## src/rtl/m_wbgpio_pkg.sv

```systemverilog
// Shared definitions for the m_wbgpio Wishbone GPIO peripheral.
// Contains the register offsets and the byte-lane mask helper.
package m_wbgpio_pkg;

  typedef enum logic [2:0] {
    REG_OUT    = 3'd0,
    REG_SET    = 3'd1,
    REG_CLR    = 3'd2,
    REG_TGL    = 3'd3,
    REG_IN     = 3'd4,
    REG_RISEEN = 3'd5,
    REG_FALLEN = 3'd6,
    REG_FLAGS  = 3'd7
  } gpio_reg_e;

  function automatic logic [31:0] byte_mask(input logic [3:0] sel);
    return {{8{sel[3]}}, {8{sel[2]}}, {8{sel[1]}}, {8{sel[0]}}};
  endfunction

endpackage

```

## src/rtl/m_wbgpio_sync.sv

```systemverilog
// One input pin: SYNC_STAGES-deep synchroniser plus a delayed copy of the
// synchronised value, used to detect rising and falling edges.
module m_wbgpio_sync #(
  parameter int unsigned SYNC_STAGES = 2
) (
  input  logic clk,
  input  logic rst,
  input  logic din,
  output logic sync_out,
  output logic rise,
  output logic fall
);

  logic [SYNC_STAGES-1:0] chain;
  logic                   prev;

  always_ff @(posedge clk) begin
    if (rst) begin
      chain <= '0;
      prev  <= 1'b0;
    end else begin
      chain <= {chain[SYNC_STAGES-2:0], din};
      prev  <= chain[SYNC_STAGES-1];
    end
  end

  always_comb begin
    sync_out = chain[SYNC_STAGES-1];
    rise     = chain[SYNC_STAGES-1] & ~prev;
    fall     = ~chain[SYNC_STAGES-1] & prev;
  end

endmodule

```

## src/rtl/m_wbgpio.sv

```systemverilog
// Wishbone GPIO: output register with set/clear/toggle aliases, synchronised
// inputs, per-bit edge flags with write-1-to-clear and a level interrupt.
module m_wbgpio
  import m_wbgpio_pkg::*;
#(
  parameter int unsigned     NOUT        = 4,
  parameter int unsigned     NIN         = 1,
  parameter int unsigned     SYNC_STAGES = 2,
  parameter logic [NOUT-1:0] OUT_INIT    = '0
) (
  input  logic            CLK_I,
  input  logic            RST_I,
  input  logic            CYC_I,
  input  logic            STB_I,
  input  logic            WE_I,
  input  logic [2:0]      ADR_I,
  input  logic [3:0]      SEL_I,
  input  logic [31:0]     DAT_I,
  output logic [31:0]     DAT_O,
  output logic            ACK_O,
  input  logic [NIN-1:0]  gpio_in,
  output logic [NOUT-1:0] gpio_out,
  output logic            irq
);

  localparam logic [2:0] ARM_CYCLES = 3'(SYNC_STAGES + 1);

  logic [NOUT-1:0] out_q;
  logic [NIN-1:0]  riseen_q, fallen_q, flags_q, flags_next;
  logic [NIN-1:0]  synced, rise, fall;
  logic            ack_q, irq_q;
  logic [31:0]     dat_q;
  logic [2:0]      arm_cnt;
  logic            armed;

  logic            accept;
  gpio_reg_e       reg_sel;
  logic [31:0]     wmask, wdata, rdata, out_ext;
  logic [31:0]     out_next, riseen_next, fallen_next, flags_clr;
  logic            unused_bits;

  for (genvar g = 0; g < NIN; g++) begin : g_sync
    m_wbgpio_sync #(.SYNC_STAGES(SYNC_STAGES)) u_sync (
      .clk      (CLK_I),
      .rst      (RST_I),
      .din      (gpio_in[g]),
      .sync_out (synced[g]),
      .rise     (rise[g]),
      .fall     (fall[g])
    );
  end

  always_comb begin
    accept      = CYC_I & STB_I & ~ack_q & ~RST_I;
    reg_sel     = gpio_reg_e'(ADR_I);
    wmask       = byte_mask(SEL_I);
    wdata       = DAT_I & wmask;
    out_ext     = 32'(out_q);
    armed       = (arm_cnt == ARM_CYCLES);
    out_next    = out_ext;
    riseen_next = 32'(riseen_q);
    fallen_next = 32'(fallen_q);
    flags_clr   = '0;
    if (accept && WE_I) begin
      case (reg_sel)
        REG_OUT:    out_next    = (out_ext & ~wmask) | wdata;
        REG_SET:    out_next    = out_ext | wdata;
        REG_CLR:    out_next    = out_ext & ~wdata;
        REG_TGL:    out_next    = out_ext ^ wdata;
        REG_RISEEN: riseen_next = (32'(riseen_q) & ~wmask) | wdata;
        REG_FALLEN: fallen_next = (32'(fallen_q) & ~wmask) | wdata;
        REG_FLAGS:  flags_clr   = wdata;
        default:    ;
      endcase
    end
    // Edge events are OR-ed after the clear so they win over a same-cycle W1C.
    flags_next = (flags_q & ~NIN'(flags_clr)) |
                 (armed ? ((rise & riseen_q) | (fall & fallen_q)) : '0);
    case (reg_sel)
      REG_IN:     rdata = 32'(synced);
      REG_RISEEN: rdata = 32'(riseen_q);
      REG_FALLEN: rdata = 32'(fallen_q);
      REG_FLAGS:  rdata = 32'(flags_q);
      default:    rdata = out_ext;
    endcase
  end

  assign unused_bits = ^{out_next, riseen_next, fallen_next, flags_clr};

  always_ff @(posedge CLK_I) begin
    if (RST_I) begin
      out_q    <= OUT_INIT;
      riseen_q <= '0;
      fallen_q <= '0;
      flags_q  <= '0;
      irq_q    <= 1'b0;
      ack_q    <= 1'b0;
      dat_q    <= '0;
      arm_cnt  <= '0;
    end else begin
      out_q    <= NOUT'(out_next);
      riseen_q <= NIN'(riseen_next);
      fallen_q <= NIN'(fallen_next);
      flags_q  <= flags_next;
      irq_q    <= |flags_q;
      ack_q    <= accept;
      dat_q    <= accept ? rdata : '0;
      if (!armed) arm_cnt <= arm_cnt + 3'd1;
    end
  end

  assign gpio_out = out_q;
  assign ACK_O    = ack_q;
  assign DAT_O    = dat_q;
  assign irq      = irq_q;

endmodule

```

## config.mk

```make
export PLATFORM = sky130hd
export DESIGN_NAME = m_wbgpio
export DESIGN_NICKNAME = d
export VERILOG_FILES = /design/src/rtl/m_wbgpio_pkg.sv /design/src/rtl/m_wbgpio_sync.sv /design/src/rtl/m_wbgpio.sv
export SDC_FILE = /design/constraint.sdc
export NUM_CORES = 1
export LEC_CHECK = 0
export CAP_MARGIN = 20
export CORE_UTILIZATION = 38
export DETAILED_ROUTE_END_ITERATION = 12
export PLACE_DENSITY_LB_ADDON = 0.25
export SYNTH_ARGS = -nofsm -noshare
export SYNTH_HDL_FRONTEND = slang
export SYNTH_SLANG_ARGS = --single-unit
```

## constraint.sdc

```tcl
create_clock -name CLK_I -period 2.17 [get_ports CLK_I]
set_input_delay 0.434 -clock CLK_I [delete_from_list [all_inputs] [get_ports CLK_I]]
set_output_delay 0.434 -clock CLK_I [all_outputs]
set_load 0.02 [all_outputs]
```

==> metrics.txt, run 1 <==
dpl hpwl 1.769 mm; Synth Cell Area 1211 µm²; CTS Buf Count 3; Yosys top cell area share 31.40%; Layout fillers 308; initial antenna violation count 0; worst vdd ir 0.2629 mV; Placer Congestion 0.8619; status complete, no violations; I/O pin total 83; Critical Path Max Stage Delay 0.64 ns; 1st-pass router iterations 4; leading area contributor after synthesis dfxtp_1; clk_skew 0.001087 ns; Hold EP g_sync[0].u_sync.chain[1]; fin crit period 1.809 ns; Final Hold Vio Count 0; ranking of synthesized cells by area dfxtp_1, buf_4, ha_1, nor2b_1, nand2_1; critical path startpoint gpio_out[0]; diode count 0; Antenna Nets Post-Route 0; average size of a mapped cell 9.106 µm²; Sink Count 19; CP top delay family buffers and inverters; latest clock arrival within the worst-skew pair 0.30 ns; port buffer count 23; core area 3028 µm²; largest net degree at the start of global routing 12; Critical Path RT 1.74 ns; GRT Util Overall 13.55%; via/cell ratio 4.591; RSZ-0062 raised after global routing no; overall die width 58.46 µm; Final setup viols 0; #FFs+latches synth 19; worst path cell trace clkdlybuf4s50_1; final slew viol count 0; vias in the first global route 803; CP Buf/Inv Count 1; Hold Worst Slack 0.4552 ns; Syn. warnings 0; Hold WC Path Type reg -> reg; Routed wire per std cell 11.08 µm; Power per Cell Area 513.1 nW/µm²; Crit-path slowest cell clkdlybuf4s50_1; Worst Hold Launch g_sync[0].u_sync.chain[0]; CP Class reg -> out; CP Capture Type output port; die area 3417 µm²; largest family of logic cells by synthesized area simple AND/OR/NAND/NOR gates; Post-CTS Resized 0; grt ovf 0; max-cap viol count 0; Synth Area in XOR/XNOR 0.7231%; Simple-Gate Fraction of Synth Area 21.69%; Hold Path Depth 1; Leak 0.6098 nW; FF-to-FF Start gpio_out[3]; first-pass GRT wire length 3.505 mm; nets@finish 211; post-synthesis compound-gate area fraction 14.15%; register area share after synthesis 31.40%; Startpoint Class flop; count of cell types in the netlist 30; critical path peak fanout 5; flop2flop setup slack 0.91 ns; reg-to-reg endpoint gpio_out[3]; FMAX 552.7 MHz; Mapped Cells 133; CTS tree done; DRT iter0 DRCs 16; Starting Density 40.00%; CP arrival 1.38 ns; DR vias 932; Setup TNS 0 ns; Root Buffer clkbuf_4; row cnt 20; postcts setup bufs 0; Clock Path Buffers 2; final WL 2.249 mm; area grow syn2layout 17.15%; worst reg-to-reg path cell count 4; Die Y 58.46 µm; share of cells above drive strength 1 7.547%; hold buffers post-CTS 0; H-tree levels 1; Tcrit/Tclk final 83.38%; Adder-Cell Fraction of Synth Area 6.198%; Clock Pin Slew Worst Setup and Hold Paths 0.10 ns; Residual DRC 0; mux cell area share after synthesis 5.165%
[per-stage QoR]
stage	util (%)	instance area (µm²)	total power (W)	cells	worst slack, ns
floorplan	-	1313	0.0005397	160	0.7662
global placement	45.99	1393	0.0005500	199	0.1511
detailed placement	45.99	1393	0.0005558	199	0.1147
CTS	46.86	1419	0.0007352	203	0.3592
global route	46.86	1419	0.0007682	203	0.2781
finish	46.86	1419	0.0007280	203	0.3607
[layout make-up]
cell class                      count  area, µm²  share of cell area (%)
Tap cell                           44      55.05                   3.880
Sequential cell                    19      380.4                   26.81
Timing Repair Buffer               27      260.3                   18.34
Inverter                            3      11.26                  0.7937
Multi-Input combinational cell    106      685.7                   48.32
Clock buffer                        4      26.28                   1.852
[worst register-to-register path: cells and delay by family, from the launching register on]
kind,cells,cell delay (ns)
DFF,1,0.43
and+or+nand+nor,1,0.09
AOI/OAI and AO/OA,2,0.38
adders and majority gates,1,0.26
[power by group]
part | internal (W) | total (W) | switching (W)
Combinational | 0.0000676 | 0.000173 | 0.000105
Clock | 0.0000716 | 0.000180 | 0.000108
Sequential | 0.000365 | 0.000375 | 0.0000103
Total | 0.000504 | 0.000728 | 0.000224
[Yosys cell counts]
master,number
and2b_1,2
nand2b_1,4
clkbuf_1,1
dfxtp_1,19
and3b_1,2
nand2_1,11
nor2_1,6
o211ai_1,3
and2_1,3
ha_1,6
o311ai_0,4
and3_1,1
conb_1,1
o41ai_1,1
mux2i_1,4
nand4bb_1,2
xor2_1,1
a21oi_1,6
buf_4,28
nor4_2,2
inv_1,3
o21ai_0,2
buf_6,1
and4bb_4,1
and2_4,1
buf_2,2
nor2b_1,7
a21o_1,4
a311oi_1,4
mux4_2,1
[cell usage in the layout (no fill, tap or decap), drive strengths merged]
master / n
a21o: 4
clkdlybuf4s50: 23
clkbuf: 4
o311ai: 4
conb: 28
mux2i: 4
and3b: 2
nand2: 11
o41ai: 1
nor4: 2
and4bb: 1
nand2b: 4
nor2b: 7
and2: 4
inv: 3
mux4: 1
and2b: 2
buf: 4
a21oi: 6
o21ai: 2
ha: 6
nor2: 6
o211ai: 3
nand4bb: 2
xor2: 1
dfxtp: 19
a311oi: 4
and3: 1
[worst max path at each step]
stage                        endpoint  cells past startpoint
after global placement    gpio_out[3]                      6
after detailed placement  gpio_out[3]                      6
final                     gpio_out[0]                      1
after global routing      gpio_out[3]                      6
after CTS                 gpio_out[0]                      1
after floorplan           gpio_out[3]                      6
[logic make-up after synthesis]
| family | after synthesis |
|---|---|
| simple gates | 42 |
| buf+inv | 35 |
| compound gates | 24 |
| flops | 19 |
| fa+ha+maj | 6 |
| mux | 5 |
| other cells | 1 |
| xor+xnor | 1 |
[routing by layer]
metal	part of all wire [%]	up-vias	GRT usage, %
met5	0	-	0
met4	1.0	0	6.122
met3	9.2	2	2.857
met2	48	50	23.15
met1	42	422	16.35
li1	-	458	-
No activity file was read; power rests on OpenSTA's default activity.
==> run 2, diff against run 1 <==
Settings changed: CORE_UTILIZATION 38 to 35.
Clock period 2.17 ns to 1.9 ns, I/O delays scaled along.
==> metrics.txt, run 2 (same netlist as run 1, synthesis figures left out) <==
CP Capture Type output port; most frequent cells in the layout conb_1, clkdlybuf4s50_1, dfxtp_1, nand2_1; Post-DP Area 1415 µm²; postcts setup bufs 0; area grow syn2layout 19.11%; DRT iter0 DRCs 22; 1st-pass router iterations 6; dpl hpwl 1.836 mm; Antenna Nets Post-Route 0; Final Hold Vio Count 0; Hold Worst Slack 0.4538 ns; Starting Density 38.11%; Clock Pin Slew Worst Setup and Hold Paths 0.11 ns; GRT Util Overall 13.65%; Sink Count 19; first-pass GRT wire length 3.808 mm; slack of the critical path 0.1597 ns; diode count 0; nets@finish 214; Critical Path RT 1.52 ns; Hold EP g_sync[0].u_sync.chain[1]; Hold Path Depth 1; latest clock arrival within the worst-skew pair 0.29 ns; final WL 2.226 mm; CP Buf/Inv Count 1; via/cell ratio 4.534; Die Y 60.83 µm; hold buffers post-CTS 0; Layout fillers 329; CP Class reg -> out; CTS tree done; commonest non-fill, non-tap cell in the layout conb_1; largest net degree at the start of global routing 12; status complete, no violations; Tcrit/Tclk final 91.60%; Startpoint Class flop; Clock Path Buffers 2; Final Instance Area 1443 µm²; pre-CTS setup slack -0.01236 ns; vias in the first global route 864; core area 3178 µm²; Leak 0.6266 nW; Total Power 0.0008334 W; Worst Hold Launch g_sync[0].u_sync.chain[0]; flop2flop setup slack 0.69 ns; grt ovf 0; clk_skew 0.006594 ns; Placer Congestion 0.7978; Hold WC Path Type reg -> reg; I/O pin total 83; Crit-path slowest cell clkdlybuf4s50_1; critical path peak fanout 5; die area 3700 µm²; Routed wire per std cell 10.81 µm; worst vdd ir 0.2226 mV; row cnt 20; overall die width 60.83 µm; share of cells above drive strength 1 9.877%; final slew viol count 0; CP top delay family buffers and inverters; Post-CTS Resized 0; CTS Buf Count 3; Critical Path Max Stage Delay 0.64 ns; DR vias 934; worst reg-to-reg path cell count 3; worst path cell trace clkdlybuf4s50_1; CP arrival 1.36 ns; Power per Cell Area 577.7 nW/µm²; initial antenna violation count 0; H-tree levels 1; Root Buffer clkbuf_4; port buffer count 23; max-cap viol count 0; RSZ-0062 raised after global routing no; FF-to-FF Start ACK_O; fin crit period 1.740 ns; Residual DRC 0; FMAX 574.6 MHz; final core area utilization 45.39%; Final setup viols 0
-- run 2: changes by cell type in the layout (fill, tap and decap cells not counted), sizes merged --
cell / delta
clkinv: +1
clkbuf: -1
buf: +3
-- run 2: worst reg2reg max path, delay by kind of cell, from the launching register on --
family / cells / cell delay [ns]
simple gates: 2 / 0.59
flops: 1 / 0.35
mux: 1 / 0.22
-- run 2: power by group --
part           internal (W)  leakage [nW]  switching, W
Combinational     0.0000813         0.454      0.000121
Clock             0.0000782        0.0177      0.000123
Sequential         0.000417         0.154     0.0000132
-- run 2: how the worst max path moves through the flow --
stage	cells past startpoint	start	slack, ns	endpoint
after floorplan	6	SEL_I[0]	0.55	gpio_out[3]
after global placement	6	SEL_I[0]	0.02	gpio_out[0]
after detailed placement	6	SEL_I[0]	-0.01	gpio_out[0]
after CTS	1	gpio_out[3]	0.15	gpio_out[3]
after global routing	1	gpio_out[3]	0.09	gpio_out[3]
final	1	gpio_out[0]	0.16	gpio_out[0]
-- run 2: layout make-up --
class	count	area (µm²)	area share, %
clock inverter	1	5.005	0.3469
multi-input combinational	106	685.7	47.53
inverter	3	11.26	0.7806
timing repair buffer	30	282.8	19.60
tap	44	55.05	3.816
sequential	19	380.4	26.37
clock buffer	3	22.52	1.561
-- run 2: routing by layer --
layer	track usage, %	wire (µm)
met1	15.79	959
met2	24.80	1115
met3	2.772	135
met4	4.870	16
met5	0	0
-- run 2: metrics by stage --
| step | instances | setup TNS (ns) |
|---|---|---|
| floorplan | 160 | 0 |
| global placement | 202 | 0 |
| detailed placement | 202 | -0.01236 |
| CTS | 206 | 0 |
| global route | 206 | 0 |
| finish | 206 | 0 |
==> run 3, diff against run 2 <==
Settings changed: CAP_MARGIN 20 to not set.
==> results of run 3 <==
No change in the layout: final DEF, timing and power equal those of run 2.
==> RTL change 1, RTL diff (flow settings as in run 1) <==
Make the reset (`RST_I` and `rst`) asynchronous in 2 clocked blocks.
--- a/src/rtl/m_wbgpio_sync.sv
+++ b/src/rtl/m_wbgpio_sync.sv
@@ -16,3 +16,3 @@
 
-  always_ff @(posedge clk) begin
+  always_ff @(posedge clk or posedge rst) begin
     if (rst) begin
--- a/src/rtl/m_wbgpio.sv
+++ b/src/rtl/m_wbgpio.sv
@@ -89,3 +89,3 @@
 
-  always_ff @(posedge CLK_I) begin
+  always_ff @(posedge CLK_I or posedge RST_I) begin
     if (RST_I) begin
Check against the original RTL: differs if RST_I is asserted again (counterexample within 4 cycles, from zero or initial values and one cycle with RST_I high); with RST_I held inactive, the same outputs for 10 cycles.
==> RTL change 1 against run 1 <==
Count of clock-buffer cells in the layout decreased by 1. Via count shrank 9.7%. Register-to-register slack worse by 0.25 ns. Critical endpoint is now gpio_out[2]. Final cell count is 6.9% lower. Largest power group unchanged. Worst setup slack better by 0.015 ns. Power grew 15%. Worst hold slack got worse by 0.082 ns. Synthesized area stayed put. Sequential cell count is the same. Routed wire length is 11% lower. Design area about the same. Sequential power grew 10%.
==> RTL change 1: results (changes against run 1) <==
Power and ir drop
  – Leakage: 0.671 nW (+10%)
  – Comb group: 0.248 mW (+43%)
  – Cell Pwr Density: 588 nW/um^2 (+15%)
  – Reg power frac: 49.5% (-2.1 points)
  – Int Power: 0.557 mW (+11%)
  – Worst VDD drop: 0.000206 V (-22%)

Place
  – Port-buffer cells: 23 (unchanged)
  – Placer Congestion: 0.743 (-14%)
  – Placed Cells: 185 (-7.0%)
  – DP Worst Slack: 0.0935 ns (-0.0212 ns)
  – Post-DP HPWL: 1580 um (-11%)

Timing
  – Final hold slack: 0.373 ns (-0.0823 ns)
  – Worst Clk Skew: 0.00479 ns (+0.00370 ns)

Outcome
  – Status: finished clean

Global route
  – Largest net degree at the start of global routing: 20 (+8)
  – Met2 Use GR: 24.6% (+1.5 points)
  – Global-route wire length before repair: 3390 um (-3.4%)
  – Global Route met3 Usage: 2.20% (-0.66 points)
  – Grt met1 use: 14.7% (-1.6 points)
  – Number of global-route vias before repair: 788 (-1.9%)
  – Tot GR Track Use: 13.3% (-0.29 points)

Synth
  – Synth Instances: 119 (-11%)
  – Multiplexer area fraction after synthesis: 7.13% (+2.0 points)
  – Synth Area in Compound Gates: 7.95% (-6.2 points)
  – Synth unique cells: 29 (-3.3%)
  – Async SR Flop Fraction: 100% (+100 points)
  – Synth top cells by count: 28 x buf_4, 19 x dfrtp_1, 15 x nand2_1
  – Top cells by area, synth: dfrtp_1 39%, buf_4 17%, ha_1 6.2%
  – Post-synthesis sequential area ratio: 39.3% (+7.9 points)

Drt
  – Met2 routed WL: 992 um (-7.5%)
  – DR vias/cell: 4.46 (-3.0%)
  – Via count: 842 (-9.7%)
  – Highest routed metal layer: met4
  – Met1 WL: 883 um (-6.6%)
  – Metal3 WL: 95 um (-54%)
  – DRT iter0 DRCs: 10 (-6)
  – DR WL/cell: 10.6 um (-4.5%)

Min path
  – Hold Crit Depth: 0 (-1)
  – Hold Path End: g_sync[0].u_sync.chain[1]$_DFF_PP0_
  – Worst Min Path Start: g_sync[0].u_sync.chain[0]$_DFF_PP0_

Critical path
  – Worst setup path end: gpio_out[2]
  – Reg-to-reg setup timing slack: 0.66 ns (-0.25 ns)
  – Crit path DAT: 1.36 ns (-0.02 ns)
  – Reg-to-Reg Start: ACK_O$_DFF_PP0_
  – Setup crit start: gpio_out[2]$_DFFE_PP0P_

Final layout
  – Share of post-route cells with drive strength above 1: 11.7% (+4.2 points)
  – Nets: 197 (-6.6%)

CTS
  – Root Driver: clkbuf_4
  – CTS buffer count: 3 (unchanged)
  – Post-CTS Resized: 0 (unchanged)
## RTL change 1: cell types whose count changed after synthesis, sizes merged, moves of 6 or more
| cell | before | now |
|---|---|---|
| dfrtp | 0 | 19 |
| dfxtp | 19 | 0 |
| nor2b | 7 | 0 |
| a21oi | 6 | 0 |
## RTL change 1: cell type report
type | count | area [sq um]
fillers | 280 | 1610
multi-input cells | 94 | 606
flip-flops and latches | 19 | 475
repair buffers | 25 | 245
well taps | 44 | 55.1
clock buffers | 3 | 22.5
inverters | 3 | 11.3
clock inverters | 1 | 5.00
## RTL change 1: worst reg2reg max path, cell delays in order (launching register included)
cell and delay [ns]:
dfrtp_1 0.43, nor3b_4 0.28, nand4_2 0.17, nor3_2 0.19, mux2_1 0.34
==> RTL change 2, RTL diff (flow settings as in run 1) <==
Without the edit above. The parameter `NOUT` goes from 4 to 3.
--- a/src/rtl/m_wbgpio.sv
+++ b/src/rtl/m_wbgpio.sv
@@ -5,3 +5,3 @@
 #(
-  parameter int unsigned     NOUT        = 4,
+  parameter int unsigned     NOUT        = 3,
   parameter int unsigned     NIN         = 1,
Interface: changed (resized gpio_out); port bits go from 83 to 82. No check against the original RTL was run, so the function may have changed too.
==> RTL change 2 against run 1 <==
Fmax rose by 1.7%. Final cell count down 13%. Clock power fell by 9%. Routed wire length is 14% lower. Sequential cell count shrank 2. Die area down 8.8%. Critical path depth is the same. Worst setup slack better by 0.031 ns. Power is 8.7% lower. Synthesized area fell by 9.1%. Combinational power fell by 6%. Non-clock buffer count decreased by 3. Design area is 11% lower. Global-route usage is 0.051 points higher.
==> RTL change 2: results (changes against run 1) <==
Synth
  – Async SR Flop Fraction: 0% (unchanged)
  – Top cells by area, synth: dfxtp_1 31%, buf_4 20%, ha_1 5.7%
  – Post-synthesis sequential area ratio: 30.9% (-0.50 points)
  – Top_reg_cell synth: dfxtp_1
  – Warnings from Yosys: 0 (unchanged)
  – Synth top cells by count: 29 x buf_4, 17 x dfxtp_1, 10 x nand2_1, 10 x nor2b_1
  – Syn Area/Cell: 8.95 sq um (-1.7%)
  – Synth unique cells: 31 (+3.3%)

Global route
  – Number of global-route vias before repair: 745 (-7.2%)
  – Initial antenna violation count: 0 (unchanged)
  – Global-route wire length before repair: 3330 um (-4.9%)
  – Largest net degree at the start of global routing: 13 (+1)
  – Tot GR Track Use: 13.6% (+0.051 points)

Min path
  – Hold Path End: g_sync[0].u_sync.chain[1]$_SDFF_PP0_
  – Worst Min Path Start: g_sync[0].u_sync.chain[0]$_SDFF_PP0_
  – Hold Crit Depth: 1 (unchanged)

Power and ir drop
  – Int Power: 0.462 mW (-8.4%)
  – Leakage: 0.538 nW (-12%)
  – Worst VDD drop: 0.000348 V (+32%)

Critical path
  – Reg-to-reg setup timing slack: 0.70 ns (-0.21 ns)
  – Worst R2R End: flags_q$_SDFF_PP0_
  – Crit path DAT: 1.34 ns (-0.04 ns)
  – Reg-to-Reg Start: ACK_O$_SDFF_PP0_
  – Maximum fanout along the worst path: 5 (unchanged)
  – Worst Reg-to-Reg Cells: 3 (-1)
  – CP delay by family, top: buffers and inverters
  – Biggest cell delay along the critical path: 0.64 ns (about the same)

Drt
  – DR WL/cell: 11.0 um (-0.97%)
  – Detailed-route DRC error count: 0 (unchanged)
  – DRT iter0 DRCs: 13 (-3)
  – Via count: 836 (-10%)
  – DRT Wirelength: 1940 um (-14%)
  – Initial DRT Pass Iterations: 4 (unchanged)

CTS
  – H-tree depth: 1 (unchanged)
  – Post-CTS Resized: 0 (unchanged)
  – Clock Latency Late Sink: 0.28 ns (-0.02 ns)
  – Root Driver: clkbuf_4
  – Post-CTS Setup Bufs: 0 (unchanged)

Place
  – Cell Area, Placed: 1240 sq um (-11%)
  – Placer Congestion: 0.825 (-4.3%)
  – Port-buffer cells: 20 (-13%)
  – Post-DP HPWL: 1580 um (-11%)
  – DP Worst Slack: 0.122 ns (+0.00750 ns)
  – Placed Cells: 173 (-13%)

Final layout
  – Share of post-route cells with drive strength above 1: 6.85% (-0.70 points)
  – Nets: 197 (-6.6%)
  – Antenna Cells: 0 (unchanged)

Outcome
  – Status: finished clean

Timing
  – Worst Clk Skew: 0.000865 ns (-0.000222 ns)
  – Slew Limit Fails: 0 (unchanged)
[RTL change 2: cell families after synthesis]
| logic type | synth area share, % |
|---|---|
| other | 0.341 |
| xor gates and xnor gates | 0.796 |
| DFF | 30.9 |
| buffers and inverters | 22.8 |
| AOI/OAI and AO/OA | 11.6 |
| and+or+nand+nor | 22.2 |
| muxes | 5.68 |
| adders and majority gates | 5.68 |
[RTL change 2: worst max-delay path by stage]
stage                              from            endpoint  slack, ns  cells after the start
3_3_place_gp                      STB_I  flags_q$_SDFF_PP0_       0.15                      4
4_1_cts        gpio_out[1]$_SDFFE_PP0P_         gpio_out[1]       0.37                      1
3_5_place_dp                      STB_I  flags_q$_SDFF_PP0_       0.12                      4
2_1_floorplan                     RST_I  flags_q$_SDFF_PP0_       0.70                      3
6_report       gpio_out[0]$_SDFFE_PP0P_         gpio_out[0]       0.39                      1
5_1_grt        gpio_out[0]$_SDFFE_PP0P_         gpio_out[0]       0.33                      1
[RTL change 2: final cells by class]
cell class              count  area (sq um)
repair buffers             24           230
clock buffers               4          26.3
well taps                  31          38.8
inverters                   4          15.0
flip-flops and latches     17           340
fillers                   269          1490
multi-input cells          97           614
[RTL change 2: routing by layer]
metal	global-route usage [%]	part of all wire, %	vias up
met3	5.12	6.8	4
met2	23.6	49	28
li1	-	-	414
met1	15.7	43	390
met5	0	0	-
met4	3.83	0.98	0
[RTL change 2: metrics by stage]
step / power [mW] / hold WS, ns / utilization (%)
2_1_floorplan: 0.497 / 0.414 / -
3_3_place_gp: 0.502 / 0.425 / 44.9
3_5_place_dp: 0.508 / 0.430 / 44.9
4_1_cts: 0.675 / 0.459 / 45.9
5_1_grt: 0.715 / 0.481 / 45.9
6_report: 0.665 / 0.451 / 45.9
[RTL change 2: power by group through the flow]
stage	logic, mW	clock network, mW	registers [mW]
floorplan	0.151	0	0.345
finish	0.162	0.164	0.338
global route	0.184	0.191	0.341
global placement	0.158	0	0.344
detailed placement	0.163	0	0.345
CTS	0.163	0.173	0.338
